File: src/rtl/triangle_rasterizer.sv
// Triangle scan converter: latches one screen-space triangle, derives a
// clamped bounding box and three edge functions, then walks the box one
// candidate pixel per cycle and streams covered pixels over valid/ready.
module triangle_rasterizer #(
    parameter int H_RES   = 320,
    parameter int V_RES   = 180,
    parameter int COLOR_W = 4
) (
    input  logic               clk,
    input  logic               rst,
    input  logic               tri_valid,
    output logic               tri_ready,
    input  logic signed [9:0]  tri_x0,
    input  logic signed [9:0]  tri_x1,
    input  logic signed [9:0]  tri_x2,
    input  logic signed [8:0]  tri_y0,
    input  logic signed [8:0]  tri_y1,
    input  logic signed [8:0]  tri_y2,
    input  logic [COLOR_W-1:0] tri_color,
    output logic               pix_valid,
    input  logic               pix_ready,
    output logic [8:0]         pix_x,
    output logic [7:0]         pix_y,
    output logic [COLOR_W-1:0] pix_color,
    output logic               done
);

    localparam logic signed [10:0] X_LAST_C = 11'(H_RES - 1);
    localparam logic signed [10:0] Y_LAST_C = 11'(V_RES - 1);

    typedef enum logic [2:0] {
        ST_IDLE  = 3'd0,
        ST_BBOX  = 3'd1,
        ST_EDGE  = 3'd2,
        ST_SCAN  = 3'd3,
        ST_DRAIN = 3'd4
    } state_t;

    state_t              state_q;
    logic signed [10:0]  vx_q [3];
    logic signed [10:0]  vy_q [3];
    logic [COLOR_W-1:0]  color_q;
    logic [8:0]          xmin_q, xmax_q, cx_q;
    logic [7:0]          ymin_q, ymax_q, cy_q;
    logic signed [10:0]  dx_q [3];
    logic signed [10:0]  dy_q [3];
    logic signed [23:0]  e_q [3];
    logic signed [23:0]  erow_q [3];
    logic                sign_q;

    logic                tri_ready_q, pix_valid_q, done_q;
    logic [8:0]          pix_x_q;
    logic [7:0]          pix_y_q;
    logic [COLOR_W-1:0]  pix_color_q;

    logic signed [10:0]  bx_min_d, bx_max_d, by_min_d, by_max_d;
    logic signed [10:0]  xmin_cl_d, xmax_cl_d, ymin_cl_d, ymax_cl_d;
    logic                off_d;
    logic signed [10:0]  dx_d [3];
    logic signed [10:0]  dy_d [3];
    logic signed [23:0]  einit_d [3];
    logic signed [23:0]  area_d;
    logic signed [23:0]  e_xstep_d [3];
    logic signed [23:0]  erow_next_d [3];
    logic                cov_d, adv_d;

    function automatic logic signed [10:0] min3(input logic signed [10:0] a,
                                                input logic signed [10:0] b,
                                                input logic signed [10:0] c);
        logic signed [10:0] m;
        m = (a < b) ? a : b;
        return (c < m) ? c : m;
    endfunction

    function automatic logic signed [10:0] max3(input logic signed [10:0] a,
                                                input logic signed [10:0] b,
                                                input logic signed [10:0] c);
        logic signed [10:0] m;
        m = (a > b) ? a : b;
        return (c > m) ? c : m;
    endfunction

    function automatic logic signed [10:0] clamp(input logic signed [10:0] v,
                                                 input logic signed [10:0] hi);
        return (v < 11'sd0) ? 11'sd0 : ((v > hi) ? hi : v);
    endfunction

    // Edge function (px-ax)*dy - (py-ay)*dx; all operands pre-extended so
    // the 22-bit products and 24-bit difference cannot overflow.
    function automatic logic signed [23:0] edge_at(input logic signed [10:0] px,
                                                   input logic signed [10:0] py,
                                                   input logic signed [10:0] ax,
                                                   input logic signed [10:0] ay,
                                                   input logic signed [10:0] dx,
                                                   input logic signed [10:0] dy);
        logic signed [21:0] rx, ry, mx, my, p1, p2;
        rx = {{11{px[10]}}, px} - {{11{ax[10]}}, ax};
        ry = {{11{py[10]}}, py} - {{11{ay[10]}}, ay};
        mx = {{11{dx[10]}}, dx};
        my = {{11{dy[10]}}, dy};
        p1 = rx * my;
        p2 = ry * mx;
        return {{2{p1[21]}}, p1} - {{2{p2[21]}}, p2};
    endfunction

    // Bounding box over the latched vertices, off-screen test and clamping.
    always_comb begin
        bx_min_d  = min3(vx_q[0], vx_q[1], vx_q[2]);
        bx_max_d  = max3(vx_q[0], vx_q[1], vx_q[2]);
        by_min_d  = min3(vy_q[0], vy_q[1], vy_q[2]);
        by_max_d  = max3(vy_q[0], vy_q[1], vy_q[2]);
        off_d     = (bx_max_d < 11'sd0) || (bx_min_d > X_LAST_C) ||
                    (by_max_d < 11'sd0) || (by_min_d > Y_LAST_C);
        xmin_cl_d = clamp(bx_min_d, X_LAST_C);
        xmax_cl_d = clamp(bx_max_d, X_LAST_C);
        ymin_cl_d = clamp(by_min_d, Y_LAST_C);
        ymax_cl_d = clamp(by_max_d, Y_LAST_C);
    end

    // Edge deltas, edge values at the box origin, and the signed area.
    always_comb begin
        dx_d[0]    = vx_q[1] - vx_q[0];
        dx_d[1]    = vx_q[2] - vx_q[1];
        dx_d[2]    = vx_q[0] - vx_q[2];
        dy_d[0]    = vy_q[1] - vy_q[0];
        dy_d[1]    = vy_q[2] - vy_q[1];
        dy_d[2]    = vy_q[0] - vy_q[2];
        einit_d[0] = edge_at($signed({2'b00, xmin_q}), $signed({3'b000, ymin_q}),
                             vx_q[0], vy_q[0], dx_d[0], dy_d[0]);
        einit_d[1] = edge_at($signed({2'b00, xmin_q}), $signed({3'b000, ymin_q}),
                             vx_q[1], vy_q[1], dx_d[1], dy_d[1]);
        einit_d[2] = edge_at($signed({2'b00, xmin_q}), $signed({3'b000, ymin_q}),
                             vx_q[2], vy_q[2], dx_d[2], dy_d[2]);
        area_d     = edge_at(vx_q[2], vy_q[2], vx_q[0], vy_q[0], dx_d[0], dy_d[0]);
    end

    // Incremental edge steps, coverage of the current candidate, and the
    // scan-advance condition (output register free or being drained now).
    always_comb begin
        for (int i = 0; i < 3; i++) begin
            e_xstep_d[i]   = e_q[i] + {{13{dy_q[i][10]}}, dy_q[i]};
            erow_next_d[i] = erow_q[i] - {{13{dx_q[i][10]}}, dx_q[i]};
        end
        if (sign_q) begin
            cov_d = (e_q[0] <= 24'sd0) && (e_q[1] <= 24'sd0) && (e_q[2] <= 24'sd0);
        end else begin
            cov_d = (e_q[0] >= 24'sd0) && (e_q[1] >= 24'sd0) && (e_q[2] >= 24'sd0);
        end
        adv_d = !pix_valid_q || pix_ready;
    end

    // Control FSM with the datapath registers and all registered outputs.
    always_ff @(posedge clk) begin
        if (rst) begin
            state_q     <= ST_IDLE;
            tri_ready_q <= 1'b0;
            pix_valid_q <= 1'b0;
            pix_x_q     <= 9'd0;
            pix_y_q     <= 8'd0;
            pix_color_q <= '0;
            done_q      <= 1'b0;
        end else begin
            done_q <= 1'b0;
            if (pix_valid_q && pix_ready) begin
                pix_valid_q <= 1'b0;
            end
            case (state_q)
                ST_IDLE: begin
                    if (tri_valid && tri_ready_q) begin
                        vx_q[0]     <= {tri_x0[9], tri_x0};
                        vx_q[1]     <= {tri_x1[9], tri_x1};
                        vx_q[2]     <= {tri_x2[9], tri_x2};
                        vy_q[0]     <= {{2{tri_y0[8]}}, tri_y0};
                        vy_q[1]     <= {{2{tri_y1[8]}}, tri_y1};
                        vy_q[2]     <= {{2{tri_y2[8]}}, tri_y2};
                        color_q     <= tri_color;
                        tri_ready_q <= 1'b0;
                        state_q     <= ST_BBOX;
                    end else begin
                        tri_ready_q <= 1'b1;
                    end
                end
                ST_BBOX: begin
                    xmin_q <= 9'(xmin_cl_d);
                    xmax_q <= 9'(xmax_cl_d);
                    ymin_q <= 8'(ymin_cl_d);
                    ymax_q <= 8'(ymax_cl_d);
                    state_q <= off_d ? ST_DRAIN : ST_EDGE;
                end
                ST_EDGE: begin
                    for (int i = 0; i < 3; i++) begin
                        dx_q[i]   <= dx_d[i];
                        dy_q[i]   <= dy_d[i];
                        e_q[i]    <= einit_d[i];
                        erow_q[i] <= einit_d[i];
                    end
                    sign_q  <= area_d < 24'sd0;
                    cx_q    <= xmin_q;
                    cy_q    <= ymin_q;
                    state_q <= (area_d == 24'sd0) ? ST_DRAIN : ST_SCAN;
                end
                ST_SCAN: begin
                    if (adv_d) begin
                        if (cov_d) begin
                            pix_valid_q <= 1'b1;
                            pix_x_q     <= cx_q;
                            pix_y_q     <= cy_q;
                            pix_color_q <= color_q;
                        end
                        if (cx_q == xmax_q) begin
                            if (cy_q == ymax_q) begin
                                state_q <= ST_DRAIN;
                            end else begin
                                cx_q <= xmin_q;
                                cy_q <= cy_q + 8'd1;
                                for (int i = 0; i < 3; i++) begin
                                    erow_q[i] <= erow_next_d[i];
                                    e_q[i]    <= erow_next_d[i];
                                end
                            end
                        end else begin
                            cx_q <= cx_q + 9'd1;
                            for (int i = 0; i < 3; i++) begin
                                e_q[i] <= e_xstep_d[i];
                            end
                        end
                    end
                end
                ST_DRAIN: begin
                    if (adv_d) begin
                        done_q  <= 1'b1;
                        state_q <= ST_IDLE;
                    end
                end
                default: begin
                    state_q <= ST_IDLE;
                end
            endcase
        end
    end

    assign tri_ready = tri_ready_q;
    assign pix_valid = pix_valid_q;
    assign pix_x     = pix_x_q;
    assign pix_y     = pix_y_q;
    assign pix_color = pix_color_q;
    assign done      = done_q;

endmodule

File: config.mk
export PLATFORM = sky130hd
export DESIGN_NAME = triangle_rasterizer
export DESIGN_NICKNAME = d
export VERILOG_FILES = /design/src/rtl/triangle_rasterizer.sv
export SDC_FILE = /design/constraint.sdc
export NUM_CORES = 2
export LEC_CHECK = 0
export BUFFER_PORTS_ARGS = -buffer_cell sky130_fd_sc_hd__buf_2
export CORE_MARGIN = 4
export CORE_UTILIZATION = 62
export CTS_CLUSTER_DIAMETER = 60
export CTS_CLUSTER_SIZE = 12
export DETAILED_ROUTE_END_ITERATION = 8
export GPL_TIMING_DRIVEN = 0
export PLACE_DENSITY = 0.79
export SLEW_MARGIN = 20
export SYNTH_ARGS = -nofsm -noshare
export SYNTH_HDL_FRONTEND = slang
export SYNTH_SLANG_ARGS = --single-unit
File: constraint.sdc
create_clock -name clk -period 17.8 [get_ports clk]
set_input_delay 1.78 -clock clk [delete_from_list [all_inputs] [get_ports clk]]
set_output_delay 1.78 -clock clk [all_outputs]
set_load 0.01 [all_outputs]
* Yosys cells after proc, flatten, opt, wreduce, memory -nomap -nowiden
Memory sizes are Yosys's and may differ from the RTL's.
Index checks and enable logic that the tools add are counted.
Widths: inputs -> output; s select.
** Cells by class
- $add $sub $neg :: 26
- Eq/ne operators :: 13
- Bitwise operators :: 11
- Muxes and demuxes :: 62
- Multipliers :: 8
- Order comparisons :: 23
- Reduce and logical (&&, ||, !) cells :: 26
** Operators by type and width (count)
- $mux 24 :: 9
- $mul 12x11->22 :: 8
- $sub 22x22->23 :: 4
- $mux 11 :: 8
- $add 24x24->24 :: 3
- $ge 24x1->1 const B :: 3
- $le 24x1->1 const B :: 3
- $sub 24x24->24 :: 3
- $sub 11x11->11 :: 6
- $mux 9 :: 5
- $gt 11x11->1 :: 4
- $lt 11x1->1 const B :: 4
- $lt 11x11->1 :: 4
- $mux 8 :: 5
- $sub 10x11->12 :: 3
- $sub 9x11->12 :: 3
- $mux 1 :: 25
- $logic_not 24->1 :: 1
- $sub 11x11->12 :: 2
- $lt 23x1->1 const B :: 1
- $gt 11x10->1 const B :: 2
- $gt 11x9->1 const B :: 2
- $mux 3 :: 7
- $pmux 9 s2 :: 1
- 23 further kinds :: 53
** Storage, ports and cells
- Input port bits :: 65
- Logic and storage cells :: 194
- Bits in writable memories :: 276
- Bits in registers :: 83
- Memories kept :: 6
** Memory list
- e_q :: depth 3, width 24, read ports 3, clocked after Yosys merged registers in 0, write ports 3, RTL line 47 : logic signed [23:0] e_q [3];
- erow_q :: depth 3, width 24, read ports 3, clocked after Yosys merged registers in 0, write ports 3, RTL line 48 : logic signed [23:0] erow_q [3];
- dx_q :: depth 3, width 11, read ports 3, clocked after Yosys merged registers in 0, write ports 3, RTL line 45 : logic signed [10:0] dx_q [3];
- dy_q :: depth 3, width 11, read ports 3, clocked after Yosys merged registers in 0, write ports 3, RTL line 46 : logic signed [10:0] dy_q [3];
- vx_q :: depth 3, width 11, read ports 3, clocked after Yosys merged registers in 0, write ports 3, RTL line 40 : logic signed [10:0] vx_q [3];
- vy_q :: depth 3, width 11, read ports 3, clocked after Yosys merged registers in 0, write ports 3, RTL line 41 : logic signed [10:0] vy_q [3];

* Logic depth before layout (Yosys ltp)
- Word-level depth :: 10
- Mapped depth :: 41
- Gate-level depth less buffers :: 41

* Least setup slack after synthesis
No wires, ideal clock.
- Kind :: input to register
- Start point :: input rst
- End point :: memory e_q[0][0] (enable)
- Setup slack :: 6335 ps
- Buffers on the path :: 0
- Setup time :: 433 ps
- Stages :: 2
- Arrival time :: 11032 ps
- Cell sequence :: nor4b_1 -> or3_1
** RTL lines
- start: declaration :: RTL line 10 : input logic rst,
- end: declaration :: RTL line 47

==> flow_summary_export.csv <==
group,metric,value,unit
global_routing,grt_max_degree,49,
worst_setup_path,crit_required,18370,ps
placement,hpwl,178600,microns
cts,cts_resized,0,
detailed_routing,via_per_inst,6.006,
flow_run,cap_violations,0,
detailed_routing,wl_per_cell,22.54,microns
timing,worstMarginPinSlew,1325,ps
yosys,synth_edf_count,323,
worst_setup_path,worst_setup_path_start_kind,"flop",
finish,fillers,8906,
cts,cts_buffers,44,
timing,fin_skew,59.13,ps
global_routing,grtUsageTotal,36.45,%
yosys,async_reset_ff_share,0,%
yosys,syn_nets,9475,
detailed_routing,drtIter0Drc,5718,
worst_setup_path,path_max_fanout,6,
placement,port_buffers,88,
outcome,outcome,"complete, no violations",
detailed_routing,ant_nets,0,
yosys,synth_flop_cell,"edfxtp_1",
worst_setup_path,arrival,12150,ps
timing,report.final.slew_viol_count,0,
cts,clk_path_buf_depth,3,
global_routing,grt_pass1_wl,324200,microns
yosys,synthDominantCellAreaShare,29.23,%
detailed_routing,vias,56004,
cts,cts_root_buffer,"clkbuf_16",
global_routing,antenna_found_initial,12,
die,die_x,340.2,microns
yosys,yosys_warnings,0,
die,ios,89,
finish,syn_to_final_growth,6.117,%
timing,hold_viol_final,0,
yosys,ys_ff_latch,350,
timing,fin_crit,11580,ps
yosys,synth_cell_types,90,
cts,cts_tree,"yes",
placement,globalplace.congestion,1.020,
yosys,synthesis.instances,7644,
die,dieHeight,340.2,microns
yosys,avgSynthCellArea,8.950,sq um
finish,drive_gt1_share,4.194,%
timing,relSlewSlack,10.76,%
global_routing,grt_overflow_total,0,
global_routing,grt_pass1_vias,56994,
cts,post_cts_buffers,0,
worst_setup_path,end_kind,"flop",
worst_setup_path,critPathKind,"reg2reg",
timing,period_share,65.03,%
timing,fin_setup_tns,0,ps
yosys,yosysTopAreaCell,"fa_1",
finish,final_common_cell,"inv_1",
finish,nets,9644,
worst_setup_path,worst_path_largest_cell_delay,860,ps
timing,max_freq,0.08639,GHz
yosys,synth_area_leaders,"fa_1, edfxtp_1, ha_1",
die,row_count,121,
detailed_routing,drc_errors,0,
yosys,ys_seq_area_share,14.97,%
cts,cts_hold_buf,0,
cts,cts_sinks,350,
min_path,hp-class,"reg2reg",
die,core_area,0.1092,sq mm
finish,mostFrequentLayoutCells,"inv_1, fa_1, nor2_1, ha_1, nand2_1",
timing,setup_viol,0,
worst_setup_path,cp_slowest_cell,"a2111oi_4",
detailed_routing,routed_wl,210200,microns
die,die-area,0.1157,sq mm
detailed_routing,firstDrtPassIters,8,
cts,cts_htree_levels,2,
yosys,syn_area,0.06842,sq mm
timing,rsz0062_at_grt,"false",
cts,worstSkewPairLatency,650,ps
die,start_util,62.68,%
cts,clkTransAtPathRegs,60,ps
-- metal layers --
metal	share of wire, %	vias up	GRT usage (%)	wire, microns
met4	6.1	4	17.72	12720
met2	43	2896	55.12	90020
li1	-	25075	-	-
met1	39	27436	48.98	82370
met5	0.013	-	0	27
met3	12	593	9.656	25040
-- final cells by class --
class                           count  area, sq um  area share (%)
Antenna cell                        4        10.01         0.01379
Buffer                            165        633.1          0.8720
Clock buffer                       59         1220           1.680
Clock inverter                     19        245.2          0.3378
Inverter                         1404         5270           7.259
Multi-Input combinational cell   5725        52410           72.19
Sequential cell                   350        10240           14.10
Tap cell                         1476         1847           2.544
Timing Repair Buffer              123        723.2          0.9961
-- cell families (layout without fill, tap and decap cells) --
kind of cell / Yosys count / after routing / share of synthesized area, %
muxes: 84 / 84 / 1.286
other: 0 / 4 / 0
adders and majority gates: 1766 / 1766 / 43.26
and+or+nand+nor: 2193 / 2193 / 14.22
AOI/OAI and AO/OA: 1169 / 1169 / 11.08
xor gates and xnor gates: 513 / 513 / 6.567
DFF: 350 / 350 / 14.97
buffers and inverters: 1569 / 1770 / 8.619
-- flip-flops by register name (all words and copies together), names as in the netlist, 3 cells and up --
name,count
dy_q,33
color_q,4
e_q,72
vy_q,27
ymax_q,8
ymin_q,8
dx_q,33
xmin_q,9
cy_q,8
pix_x,9
pix_color,4
state_q,3
pix_y,8
xmax_q,9
cx_q,9
erow_q,72
vx_q,30
-- critical path, delay by kind of cell, from the launching register on --
kind / cells / cell delay (ps)
xor+xnor: 2 / 940
fa+ha+maj: 9 / 3940
compound gates: 16 / 4740
simple gates: 3 / 650
flops: 1 / 650
buf+inv: 6 / 590
-- final timing paths --
check | slack, ps | end | cells after the start | startpoint
min reg2reg | 500 | pix_y[7] | 2 | pix_y[7]
min | 500 | pix_y[7] | 2 | pix_y[7]
max reg2reg | 6220 | state_q[2] | 36 | vy_q[0][22]
max | 6220 | state_q[2] | 36 | vy_q[0][22]
-- Yosys cell counts (98+ instances only) --
| library cell | number |
|---|---|
| ha_1 | 767 |
| edfxtp_1 | 323 |
| a21oi_1 | 380 |
| clkbuf_1 | 154 |
| o21ai_0 | 218 |
| nor2b_1 | 98 |
| nor2_1 | 771 |
| fa_1 | 999 |
| xnor2_1 | 323 |
| xor2_1 | 190 |
| nand2_1 | 765 |
| a21o_1 | 115 |
| inv_1 | 1392 |
-- stage by stage --
step / hold slack [ps] / setup slack [ps] / area, sq um / instances / utilization, %
after global placement: 467.6 / 645.8 / 70700 / 9208 / 64.77
after CTS: 499.0 / 6487 / 72570 / 9321 / 66.48
after floorplan: 456.3 / 6335 / 68420 / 7644 / -
after global routing: 527.0 / 5736 / 72590 / 9321 / 66.50
after detailed placement: 484.5 / 6512 / 71100 / 9243 / 65.14
final: 495.6 / 6225 / 72600 / 9325 / 66.51
Power is left out: the tool's default activity adds up to more than one toggle a clock period on the data nets, which glitch-free logic cannot reach.
